<file path="config.mk">
export PLATFORM = sky130hd
export DESIGN_NAME = dct2_1d_stream_flat
export DESIGN_NICKNAME = d
export VERILOG_FILES = /design/src/rtl/dct2_1d_stream_if.sv /design/src/rtl/dct2_1d_stream.sv /design/src/flat_wrapper.sv
export SDC_FILE = /design/constraint.sdc
export NUM_CORES = 1
export LEC_CHECK = 0
export CAP_MARGIN = 30
export CORE_ASPECT_RATIO = 0.9
export CORE_MARGIN = 2
export CORE_UTILIZATION = 55
export DETAILED_ROUTE_END_ITERATION = 6
export GPL_TIMING_DRIVEN = 0
export HOLD_SLACK_MARGIN = 0.03
export PLACE_DENSITY = 0.84
export SYNTH_ARGS = -nofsm -noshare
export SYNTH_HDL_FRONTEND = slang
export SYNTH_SLANG_ARGS = --single-unit
</file>
<file path="constraint.sdc">
create_clock -name clk -period 13.6 [get_ports clk]
set_input_delay 1.36 -clock clk [delete_from_list [all_inputs] [get_ports clk]]
set_output_delay 1.36 -clock clk [all_outputs]
set_load 0.03 [all_outputs]
</file>
<file path="src/rtl/dct2_1d_stream_if.sv">
// Sample-in / coefficient-out stream bundle for dct2_1d_stream.
// slave = engine side, master = producer/consumer side.
interface dct2_1d_stream_if #(
    parameter int IN_W  = 16,
    parameter int OUT_W = 16
);
    logic [1:0]              size;
    logic                    in_valid;
    logic                    in_ready;
    logic signed [IN_W-1:0]  in_data;
    logic                    out_valid;
    logic                    out_ready;
    logic signed [OUT_W-1:0] out_data;
    logic                    out_last;

    modport slave (
        input  size, in_valid, in_data, out_ready,
        output in_ready, out_valid, out_data, out_last
    );

    modport master (
        output size, in_valid, in_data, out_ready,
        input  in_ready, out_valid, out_data, out_last
    );
endinterface

</file>
<file path="src/rtl/dct2_1d_stream.sv">
// Time-multiplexed 1-D VVC DCT-II (N=4/8/16/32), one MAC per cycle.
// Latency: N load cycles, then y[0] valid N+1 cycles after the last sample; N cycles per coefficient.
// Backpressure: out_ready low stalls only at coefficient boundaries (HOLD); in_ready only in LOAD.
module dct2_1d_stream #(
    parameter int IN_W  = 16,
    parameter int OUT_W = 16,
    parameter int SHIFT = 11
) (
    input  logic            clk,
    input  logic            rst_n,
    dct2_1d_stream_if.slave s
);
    localparam int ACC_W  = IN_W + 13;
    localparam int PROD_W = IN_W + 8;
    localparam int RND_W  = ACC_W + 1;

    localparam logic [1:0] ST_LOAD = 2'd0;
    localparam logic [1:0] ST_CALC = 2'd1;
    localparam logic [1:0] ST_HOLD = 2'd2;

    localparam logic signed [RND_W-1:0] RND_BIAS = RND_W'(1) << (SHIFT - 1);
    localparam logic signed [RND_W-1:0] SAT_MAX  = RND_W'((1 << (OUT_W - 1)) - 1);
    localparam logic signed [RND_W-1:0] SAT_MIN  = ~SAT_MAX;

    logic [1:0]              state_q, state_d;
    logic [4:0]              cnt_q, cnt_d;
    logic [4:0]              k_q, k_d;
    logic [1:0]              n_reg_q, n_reg_d;
    logic signed [ACC_W-1:0] acc_q, acc_d;
    logic [31:0][IN_W-1:0]   smp_q, smp_d;
    logic                    out_vld_q, out_vld_d;
    logic signed [OUT_W-1:0] out_dat_q, out_dat_d;
    logic                    out_last_q, out_last_d;

    logic                     in_acc;
    logic                     out_pop;
    logic                     out_free;
    logic                     out_wr;
    logic [1:0]               cur_sz;
    logic [4:0]               nm1;
    logic signed [7:0]        coef;
    logic signed [IN_W-1:0]   smp;
    logic signed [PROD_W-1:0] prod;
    logic signed [ACC_W-1:0]  fin_sum;
    logic signed [RND_W-1:0]  rnd;
    logic signed [RND_W-1:0]  shr;
    logic signed [OUT_W-1:0]  sat;

    // |T32| magnitudes indexed by angle j in units of pi/64; j=0 only occurs on the DC row.
    function automatic logic [6:0] cos_mag(input logic [5:0] j);
        case (j)
            6'd0:  cos_mag = 7'd64;
            6'd1:  cos_mag = 7'd90;
            6'd2:  cos_mag = 7'd90;
            6'd3:  cos_mag = 7'd90;
            6'd4:  cos_mag = 7'd89;
            6'd5:  cos_mag = 7'd88;
            6'd6:  cos_mag = 7'd87;
            6'd7:  cos_mag = 7'd85;
            6'd8:  cos_mag = 7'd83;
            6'd9:  cos_mag = 7'd82;
            6'd10: cos_mag = 7'd80;
            6'd11: cos_mag = 7'd78;
            6'd12: cos_mag = 7'd75;
            6'd13: cos_mag = 7'd73;
            6'd14: cos_mag = 7'd70;
            6'd15: cos_mag = 7'd67;
            6'd16: cos_mag = 7'd64;
            6'd17: cos_mag = 7'd61;
            6'd18: cos_mag = 7'd57;
            6'd19: cos_mag = 7'd54;
            6'd20: cos_mag = 7'd50;
            6'd21: cos_mag = 7'd46;
            6'd22: cos_mag = 7'd43;
            6'd23: cos_mag = 7'd38;
            6'd24: cos_mag = 7'd36;
            6'd25: cos_mag = 7'd31;
            6'd26: cos_mag = 7'd25;
            6'd27: cos_mag = 7'd22;
            6'd28: cos_mag = 7'd18;
            6'd29: cos_mag = 7'd13;
            6'd30: cos_mag = 7'd9;
            6'd31: cos_mag = 7'd4;
            default: cos_mag = 7'd0;
        endcase
    endfunction

    // T32[row][col] = cos(pi*row*(2col+1)/64), folded into the first quadrant for the table.
    function automatic logic signed [7:0] t32(input logic [4:0] row, input logic [4:0] col);
        logic [6:0] ang;
        logic [6:0] fold;
        logic [5:0] j;
        logic       neg;
        logic [6:0] mag;
        ang  = 7'(row) * 7'({col, 1'b1});
        fold = ang[6] ? (7'd0 - ang) : ang;
        neg  = (fold > 7'd32);
        j    = neg ? 6'(7'd64 - fold) : fold[5:0];
        mag  = cos_mag(j);
        t32  = neg ? -$signed({1'b0, mag}) : $signed({1'b0, mag});
    endfunction

    function automatic logic [4:0] last_idx(input logic [1:0] sz);
        last_idx = 5'((6'd4 << sz) - 6'd1);
    endfunction

    assign in_acc   = s.in_valid && s.in_ready;
    assign out_pop  = out_vld_q && s.out_ready;
    assign out_free = !out_vld_q || s.out_ready;
    assign nm1      = last_idx(n_reg_q);

    assign s.in_ready  = rst_n && (state_q == ST_LOAD);
    assign s.out_valid = out_vld_q;
    assign s.out_data  = out_dat_q;
    assign s.out_last  = out_last_q;

    // Row of T32 for coefficient k of an N-point transform is k*32/N.
    assign coef    = t32(5'(k_q << (2'd3 - n_reg_q)), cnt_q);
    assign smp     = $signed(smp_q[cnt_q]);
    assign prod    = PROD_W'(coef) * PROD_W'(smp);
    assign fin_sum = (state_q == ST_HOLD) ? acc_q : acc_q + ACC_W'(prod);
    assign rnd     = RND_W'(fin_sum) + RND_BIAS;
    assign shr     = rnd >>> SHIFT;

    always_comb begin
        sat = shr[OUT_W-1:0];
        if (shr > SAT_MAX) begin
            sat = SAT_MAX[OUT_W-1:0];
        end else if (shr < SAT_MIN) begin
            sat = SAT_MIN[OUT_W-1:0];
        end
    end

    always_comb begin
        state_d = state_q;
        cnt_d   = cnt_q;
        k_d     = k_q;
        n_reg_d = n_reg_q;
        acc_d   = acc_q;
        smp_d   = smp_q;
        out_wr  = 1'b0;
        cur_sz  = (cnt_q == 5'd0) ? s.size : n_reg_q;
        case (state_q)
            ST_LOAD: begin
                if (in_acc) begin
                    smp_d[cnt_q] = s.in_data;
                    if (cnt_q == 5'd0) begin
                        n_reg_d = s.size;
                    end
                    if (cnt_q == last_idx(cur_sz)) begin
                        cnt_d   = 5'd0;
                        k_d     = 5'd0;
                        acc_d   = '0;
                        state_d = ST_CALC;
                    end else begin
                        cnt_d = cnt_q + 5'd1;
                    end
                end
            end
            ST_CALC: begin
                if (cnt_q == nm1) begin
                    if (out_free) begin
                        out_wr = 1'b1;
                    end else begin
                        acc_d   = fin_sum;
                        state_d = ST_HOLD;
                    end
                end else begin
                    acc_d = fin_sum;
                    cnt_d = cnt_q + 5'd1;
                end
            end
            ST_HOLD: begin
                if (out_pop) begin
                    out_wr = 1'b1;
                end
            end
            default: state_d = ST_LOAD;
        endcase
        if (out_wr) begin
            cnt_d = 5'd0;
            acc_d = '0;
            if (k_q == nm1) begin
                k_d     = 5'd0;
                state_d = ST_LOAD;
            end else begin
                k_d     = k_q + 5'd1;
                state_d = ST_CALC;
            end
        end
    end

    // Writing takes priority over popping so a same-cycle refill keeps out_valid high.
    always_comb begin
        out_vld_d  = out_vld_q;
        out_dat_d  = out_dat_q;
        out_last_d = out_last_q;
        if (out_wr) begin
            out_vld_d  = 1'b1;
            out_dat_d  = sat;
            out_last_d = (k_q == nm1);
        end else if (out_pop) begin
            out_vld_d = 1'b0;
        end
    end

    always_ff @(posedge clk or negedge rst_n) begin
        if (!rst_n) begin
            state_q    <= ST_LOAD;
            cnt_q      <= '0;
            k_q        <= '0;
            n_reg_q    <= '0;
            acc_q      <= '0;
            smp_q      <= '0;
            out_vld_q  <= 1'b0;
            out_dat_q  <= '0;
            out_last_q <= 1'b0;
        end else begin
            state_q    <= state_d;
            cnt_q      <= cnt_d;
            k_q        <= k_d;
            n_reg_q    <= n_reg_d;
            acc_q      <= acc_d;
            smp_q      <= smp_d;
            out_vld_q  <= out_vld_d;
            out_dat_q  <= out_dat_d;
            out_last_q <= out_last_d;
        end
    end
endmodule

</file>
<file path="src/flat_wrapper.sv">
// flat-port wrapper written by rule: the top's interface ports become plain ports
module dct2_1d_stream_flat 
#(
    parameter int IN_W  = 16,
    parameter int OUT_W = 16,
    parameter int SHIFT = 11
)
  (clk, rst_n, s_size, s_in_valid, s_in_data, s_out_ready, s_in_ready, s_out_valid, s_out_data, s_out_last);
  dct2_1d_stream_if #(.IN_W(IN_W), .OUT_W(OUT_W)) s_i ();
  input  logic clk;
  input  logic rst_n;
  input wire logic [$bits(s_i.size)-1:0] s_size;
  input wire logic [$bits(s_i.in_valid)-1:0] s_in_valid;
  input wire logic [$bits(s_i.in_data)-1:0] s_in_data;
  input wire logic [$bits(s_i.out_ready)-1:0] s_out_ready;
  output wire logic [$bits(s_i.in_ready)-1:0] s_in_ready;
  output wire logic [$bits(s_i.out_valid)-1:0] s_out_valid;
  output wire logic [$bits(s_i.out_data)-1:0] s_out_data;
  output wire logic [$bits(s_i.out_last)-1:0] s_out_last;
  assign s_i.size = s_size;
  assign s_i.in_valid = s_in_valid;
  assign s_i.in_data = s_in_data;
  assign s_i.out_ready = s_out_ready;
  assign s_in_ready = s_i.in_ready;
  assign s_out_valid = s_i.out_valid;
  assign s_out_data = s_i.out_data;
  assign s_out_last = s_i.out_last;
  dct2_1d_stream #(.IN_W(IN_W), .OUT_W(OUT_W), .SHIFT(SHIFT)) u_core (.clk(clk), .rst_n(rst_n), .s(s_i));
endmodule
</file>
* Word level (Yosys, flattened, before mapping) *
Memory sizes are Yosys's and may differ from the RTL's.
Index checks and enable logic that the tools add are counted.

cells by class
  equal/unequal tests = 12
  multipliers = 2
  reduce and logical (&&, ||, !) cells = 18
  magnitude comparators = 5
  $add $sub $neg = 10
  multiplexer cells = 42
  shift-type cells = 3

operators by type and width
  operator                                                         number
  bitwise mux 512 bit                                              1
  2-to-1 mux 29 bit                                                6
  binary-select mux 16 bit (select 5 bit)                          1
  demux 16 bit (select 5 bit)                                      1
  2-to-1 mux 16 bit                                                4
  one-hot mux 29 bit (2 select lines)                              1
  2-to-1 mux 5 bit                                                 9
  adder 29 x 12 -> 30 bit, second input constant                   1
  adder 29 x 24 -> 29 bit                                          1
  multiplier 8 x 16 -> 24 bit                                      1
  greater-than comparator 19 x 16 -> 1 bit, second input constant  1
  less-than comparator 19 x 16 -> 1 bit, second input constant     1
  equality test 5 bit                                              3
  2-to-1 mux 7 bit                                                 2
  2-to-1 mux 2 bit                                                 6
  adder 5 x 1 -> 5 bit, second input constant                      2
  one-hot mux 5 bit (2 select lines)                               1
  << shifter 3 x 2 -> 5 bit, first input constant                  2
  subtractor 5 x 1 -> 5 bit, second input constant                 2
  2-to-1 mux 8 bit                                                 1
  negation 7 -> 8 bit                                              1
  nonzero test 2 bit                                               4
  greater-than comparator 7 x 6 -> 1 bit, second input constant    1
  multiplier 5 x 6 -> 7 bit                                        1
  other kinds (27)                                                 38

word-level totals
  register bits after elaboration = 573
  word-level logic and storage cells = 133
  memories = 1
  output and inout port bits = 19
  bits in read-only memories = 224
  bits of input ports = 22

memories
  name              words  width  read ports  clocked after memory_dff  write ports  RTL line              RTL
  (name not given)  32     7      1           0                         0            dct2_1d_stream.sv:51  case (j)

* Longest topological paths before layout *
An unclocked memory read counts as a cell.

  depth in word-level cells = 18
  gate-level depth with buffers = 66
  mapped depth without buffers = 59

* Worst setup path before layout *
OpenSTA, ideal clock, no wires.

  path kind = register to register
  start point = register u_core.cnt_q[0]
  end point = register u_core.out_dat_q[3], in the netlist u_core.s.out_data[3]
  required time = 13.484 ns
  period minus slack after synthesis = 14.761 ns
  arrival = 14.645 ns
  buffers on the path = 10
  slack = -1.161 ns
  stages on the path, launching flop included = 62
  setup time = 0.116 ns
  cells stage by stage = dfrtp_1 clkbuf_1 buf_1 clkbuf_1 clkbuf_1 and2_1 fa_1 inv_1 fa_1 fa_1 inv_1 ha_1 nor2b_1 o21ai_0 and3_1 buf_4 nor2_4 xnor2_2 [26 not listed] fa_1 inv_1 ha_1 ha_1 nor2b_1 o21a_1 o21ai_0 a211oi_1 o211ai_1 a21boi_0 o31ai_1 nand3_1 a2111oi_1 nand2_1 o21ai_0 a21oi_1 clkbuf_1 o311ai_0

between the ends
  word-level cells in the longest chain between the ends = 16
  elaborated cells between the ends (all ways) = 23
  classes of those cells = add/sub: 5; mul: 2; order compare: 3; eq/ne: 1; mux: 11; memory: 1

RTL lines
  item                                                                                 RTL line                                    RTL
  from (decl)                                                                          dct2_1d_stream.sv:26                        logic [4:0] cnt_q, cnt_d;
  from (signal assigned)                                                               dct2_1d_stream.sv:220                       cnt_q <= cnt_d;
  multiplier 5 x 6 -> 7 bit                                                            dct2_1d_stream.sv:95                        ang = 7'(row) * 7'({col, 1'b1});
  subtractor 1 x 7 -> 7 bit                                                            dct2_1d_stream.sv:96                        fold = ang[6] ? (7'd0 - ang) : ang;
  2-to-1 mux 7 bit                                                                     dct2_1d_stream.sv:96
  subtractor 1 x 6 -> 6 bit or greater-than comparator 7 x 6 -> 1 bit (tied branches)  dct2_1d_stream.sv:98, dct2_1d_stream.sv:97
  2-to-1 mux 6 bit                                                                     dct2_1d_stream.sv:98                        j = neg ? 6'(7'd64 - fold) : fold[5:0];
  memory (32 x 7 bit)                                                                  n/a
  2-to-1 mux 7 bit                                                                     dct2_1d_stream.sv:51
  negation 7 -> 8 bit                                                                  dct2_1d_stream.sv:100                       t32 = neg ? -$signed({1'b0, mag}) : $signed({1'b0, mag});
  2-to-1 mux 8 bit                                                                     dct2_1d_stream.sv:100
  multiplier 8 x 16 -> 24 bit                                                          dct2_1d_stream.sv:120                       assign prod = PROD_W'(coef) * PROD_W'(smp);
  adder 29 x 24 -> 29 bit                                                              dct2_1d_stream.sv:121                       assign fin_sum = (state_q == ST_HOLD) ? acc_q : acc_q + ACC_W'(prod);
  2-to-1 mux 29 bit                                                                    dct2_1d_stream.sv:121
  adder 29 x 12 -> 30 bit                                                              dct2_1d_stream.sv:122                       assign rnd = RND_W'(fin_sum) + RND_BIAS;
  less-than comparator 19 x 16 -> 1 bit                                                dct2_1d_stream.sv:129                       end else if (shr < SAT_MIN) begin
  2-to-1 mux 16 bit                                                                    dct2_1d_stream.sv:129
  2-to-1 mux 16 bit                                                                    dct2_1d_stream.sv:127                       if (shr > SAT_MAX) begin
  to (signal assigned)                                                                 dct2_1d_stream.sv:226                       out_dat_q <= out_dat_d;
  to (decl)                                                                            dct2_1d_stream.sv:32                        logic signed [OUT_W-1:0] out_dat_q, out_dat_d;

Parallel ways exist; a longest one is shown, timed or not. The select of a mux whose other input is x is not followed.
A chain may end at the register's enable or synchronous reset.

* Worst setup path after layout *
  start point = register u_core.n_reg_q[0]
  end point = register u_core.out_dat_q[6], in the netlist u_core.s.out_data[6]

between the ends
  word-level cells in the longest chain between the ends = 18
  elaborated cells between the ends (all ways) = 25
  classes of those cells = add/sub: 7; mul: 2; order compare: 3; eq/ne: 1; shift: 2; mux: 9; memory: 1

RTL lines
  item                                                                                 RTL line                                    RTL
  from (decl)                                                                          dct2_1d_stream.sv:28                        logic [1:0] n_reg_q, n_reg_d;
  from (signal assigned)                                                               dct2_1d_stream.sv:222                       n_reg_q <= n_reg_d;
  subtractor 2 bit                                                                     dct2_1d_stream.sv:118                       assign coef = t32(5'(k_q << (2'd3 - n_reg_q)), cnt_q);
  << shifter 5 x 2 -> 5 bit                                                            dct2_1d_stream.sv:118
  multiplier 5 x 6 -> 7 bit                                                            dct2_1d_stream.sv:95
  subtractor 1 x 7 -> 7 bit                                                            dct2_1d_stream.sv:96
  2-to-1 mux 7 bit                                                                     dct2_1d_stream.sv:96
  subtractor 1 x 6 -> 6 bit or greater-than comparator 7 x 6 -> 1 bit (tied branches)  dct2_1d_stream.sv:98, dct2_1d_stream.sv:97
  2-to-1 mux 6 bit                                                                     dct2_1d_stream.sv:98
  memory (32 x 7 bit)                                                                  n/a
  [2 not listed]                                                                       n/a
  2-to-1 mux 8 bit                                                                     dct2_1d_stream.sv:100
  multiplier 8 x 16 -> 24 bit                                                          dct2_1d_stream.sv:120
  adder 29 x 24 -> 29 bit                                                              dct2_1d_stream.sv:121
  2-to-1 mux 29 bit                                                                    dct2_1d_stream.sv:121
  adder 29 x 12 -> 30 bit                                                              dct2_1d_stream.sv:122
  less-than comparator 19 x 16 -> 1 bit                                                dct2_1d_stream.sv:129
  2-to-1 mux 16 bit                                                                    dct2_1d_stream.sv:129
  2-to-1 mux 16 bit                                                                    dct2_1d_stream.sv:127

Parallel ways exist; a longest one is shown, timed or not.

==> reports/metrics.cfg <==
[placement]
dp_cells=3554
place.port_buffers=40
finalWeightedCongestion=0.916
dpl.hpwl_um=64800

[layout]
drive_gt1_share_pct=35.2
fillCellCount=4211
synthToLayoutAreaGrowth_pct=15.4
layout.cells.non_filler=3742
diodes=0
regArea_mm2=0.0143
multi_input_area_mm2=0.0193
nets=3170

[synth]
syn_area_mm2=0.0342
ys_seq_elements=573
yosys-top-cells-area=dfrtp_1 (42%), mux2_2 (17%), fa_1 (9.2%), mux4_2 (8.5%), ha_1 (3.2%)
synth_common_cells=dfrtp_1 (573), mux2_2 (518), inv_1 (171), fa_1 (157), nor2_1 (157)
syn_nets=2967
synth.distinct_cells=96
ys.flop_type=dfrtp_1
synth_top_area_cell=dfrtp_1
yosysTopAreaCellShare_pct=41.9
syn-mean-instance-area_um2=12.7
ys_seq_area_share_pct=41.9
async_flop_share_pct=100
yosysMostFrequentCell=dfrtp_1
yosysWarnings=0
synth_edf_count=0
netlist_instances=2700

[setup_path]
worstSetupEndpointType=register
crit_required_ps=14090
cp_max_fo=10
startpoint_type=register
cp_common_cell=fa_1
reg2regPathDepth=53
critPathMaxStageDelay_ps=590
cpMaxStageDelayCell=fa_1
path_class=reg2reg
cp.arrival_ps=13770

[sta]
fmax_ghz=0.0753
setup_viol=0
max_slew_margin_pct=27.3
period_share_pct=97.7
hold_violations=0
fin_crit_ps=13290
skew_ps=56.2
worstMarginPinSlew_ps=1090
drv_slew=0

[route]
drcViolationCount=0
initialDrtViolationCount=2250
num_vias=24100
drt-total-wl_um=94000
wl_per_cell_um=25.1
vias_per_cell=6.43
drt_pass1_iterations=6
drtAntennaViolNets=0

[hold_path]
holdPathStages=2
worstHoldPathType=reg2reg

[clocking]
clock-root-buffer=clkbuf_16
h-tree-depth=2
insertion_delay_ps=650
cts_buffer_depth=3
holdBufCountCts=0
cts_tree=done
cts_buffers=55
clkSlewWorstSetupHoldPaths_ps=70
cts_sinks=573

[die]
top_level_ports=41
die_x_um=267
core_mm2=0.0613
dieArea_mm2=0.0642
start_util_pct=55.8
num_rows=86
die_h_um=241

[outcome]
status=finished clean

[global_routing]
gr-usage-all-layers_pct=29.4
grt_first_pass_wirelength_um=145000
grt_pass1_vias=25600
grt_max_degree=137
antenna_found_initial=0
grt_overflow=0

[job]
maxCapViolations=0

flip-flops by register name, summed over array words and instances (netlist names):
| signal | flops |
|---|---|
| u_core.s.out_data | 16 |
| u_core.s.out_last | 1 |
| u_core.k_q | 5 |
| u_core.cnt_q | 5 |
| u_core.state_q | 2 |
| u_core.acc_q | 29 |
| u_core.smp_q | 512 |
| u_core.s.out_valid | 1 |
| u_core.n_reg_q | 2 |
worst paths after layout:
path | slack (ps) | start | end
max | 310 | u_core.n_reg_q[0] | u_core.s.out_data[6]
min | 480 | u_core.s.out_data[15] | u_core.s.out_data[15]
max reg2reg | 310 | u_core.n_reg_q[0] | u_core.s.out_data[6]
min reg2reg | 480 | u_core.s.out_data[15] | u_core.s.out_data[15]
max in group asynchronous | 11310 | rst_n | u_core.smp_q[403]
min in group asynchronous | 590 | rst_n | u_core.s.out_valid
cell usage in the layout, fill, tap and decap left out, drive strengths merged, types with 31 or more instances in the layout:
| cell type | count |
|---|---|
| clkbuf | 224 |
| inv | 177 |
| o22ai | 70 |
| mux4 | 129 |
| dfrtp | 573 |
| o21ai | 44 |
| nand3 | 36 |
| xnor2 | 39 |
| nand2b | 31 |
| nand2 | 115 |
| nor2 | 165 |
| a21oi | 41 |
| buf | 150 |
| ha | 88 |
| clkdlybuf4s50 | 39 |
| fa | 157 |
| mux2 | 519 |
critical path, delay by kind of cell, from the launching register on:
family / cells / cell delay (ps)
adder cells (fa/ha/maj): 11 / 4760
AO/OA/AOI/OAI: 15 / 3520
AND/OR/NAND/NOR: 11 / 1680
buffers and inverters: 12 / 1540
multiplexers: 3 / 1010
flip-flops: 1 / 380
XOR/XNOR: 1 / 240
through the flow:
step	setup TNS [ps]	area, um^2	setup WS, ps	hold WS (ps)	utilization [%]
after floorplan	0	34300	37.0	449	-
after global placement	-	35700	-12230	461	58.1
after detailed placement	-68850	36000	-3050	471	58.7
after CTS	0	38500	3.55	484	62.8
after global routing	-606	39500	-78.6	500	64.4
final	0	39500	314	481	64.4
cell families after synthesis:
| logic type | after synthesis | share of synthesized area [%] |
|---|---|---|
| AND/OR/NAND/NOR | 482 | 6.84 |
| multiplexers | 669 | 26.2 |
| XOR/XNOR | 59 | 1.64 |
| adder cells (fa/ha/maj) | 245 | 12.4 |
| AO/OA/AOI/OAI | 317 | 6.94 |
| flip-flops | 573 | 41.9 |
| buffers and inverters | 355 | 4.04 |
layout make-up:
type / instances / share of cell area, %
buffer: 172 / 2.08
inverter: 173 / 1.66
multi-input combinational: 1772 / 48.9
timing repair buffer: 156 / 3.79
clock buffer: 85 / 4.20
clock inverter: 19 / 0.532
sequential: 573 / 36.3
tap: 792 / 2.51
what timing repair did:
action / CTS / global route
gates resized for setup: 100 / 99
setup buffers: 32 / 55
pin swaps: 33 / 58
setup endpoints to repair: 37 / 17
cloned: 1 / 0
layer usage:
metal	track usage (%)	wire (um)	up-vias
met3	6.60	7380	321
met2	48.1	45200	1268
met1	38.0	37400	12500
met4	12.6	4050	0
li1	-	-	10000
met5	0	0	-
Power is not shown: default switching activity piles up to over one toggle a cycle in this logic, so the estimate is an artifact.
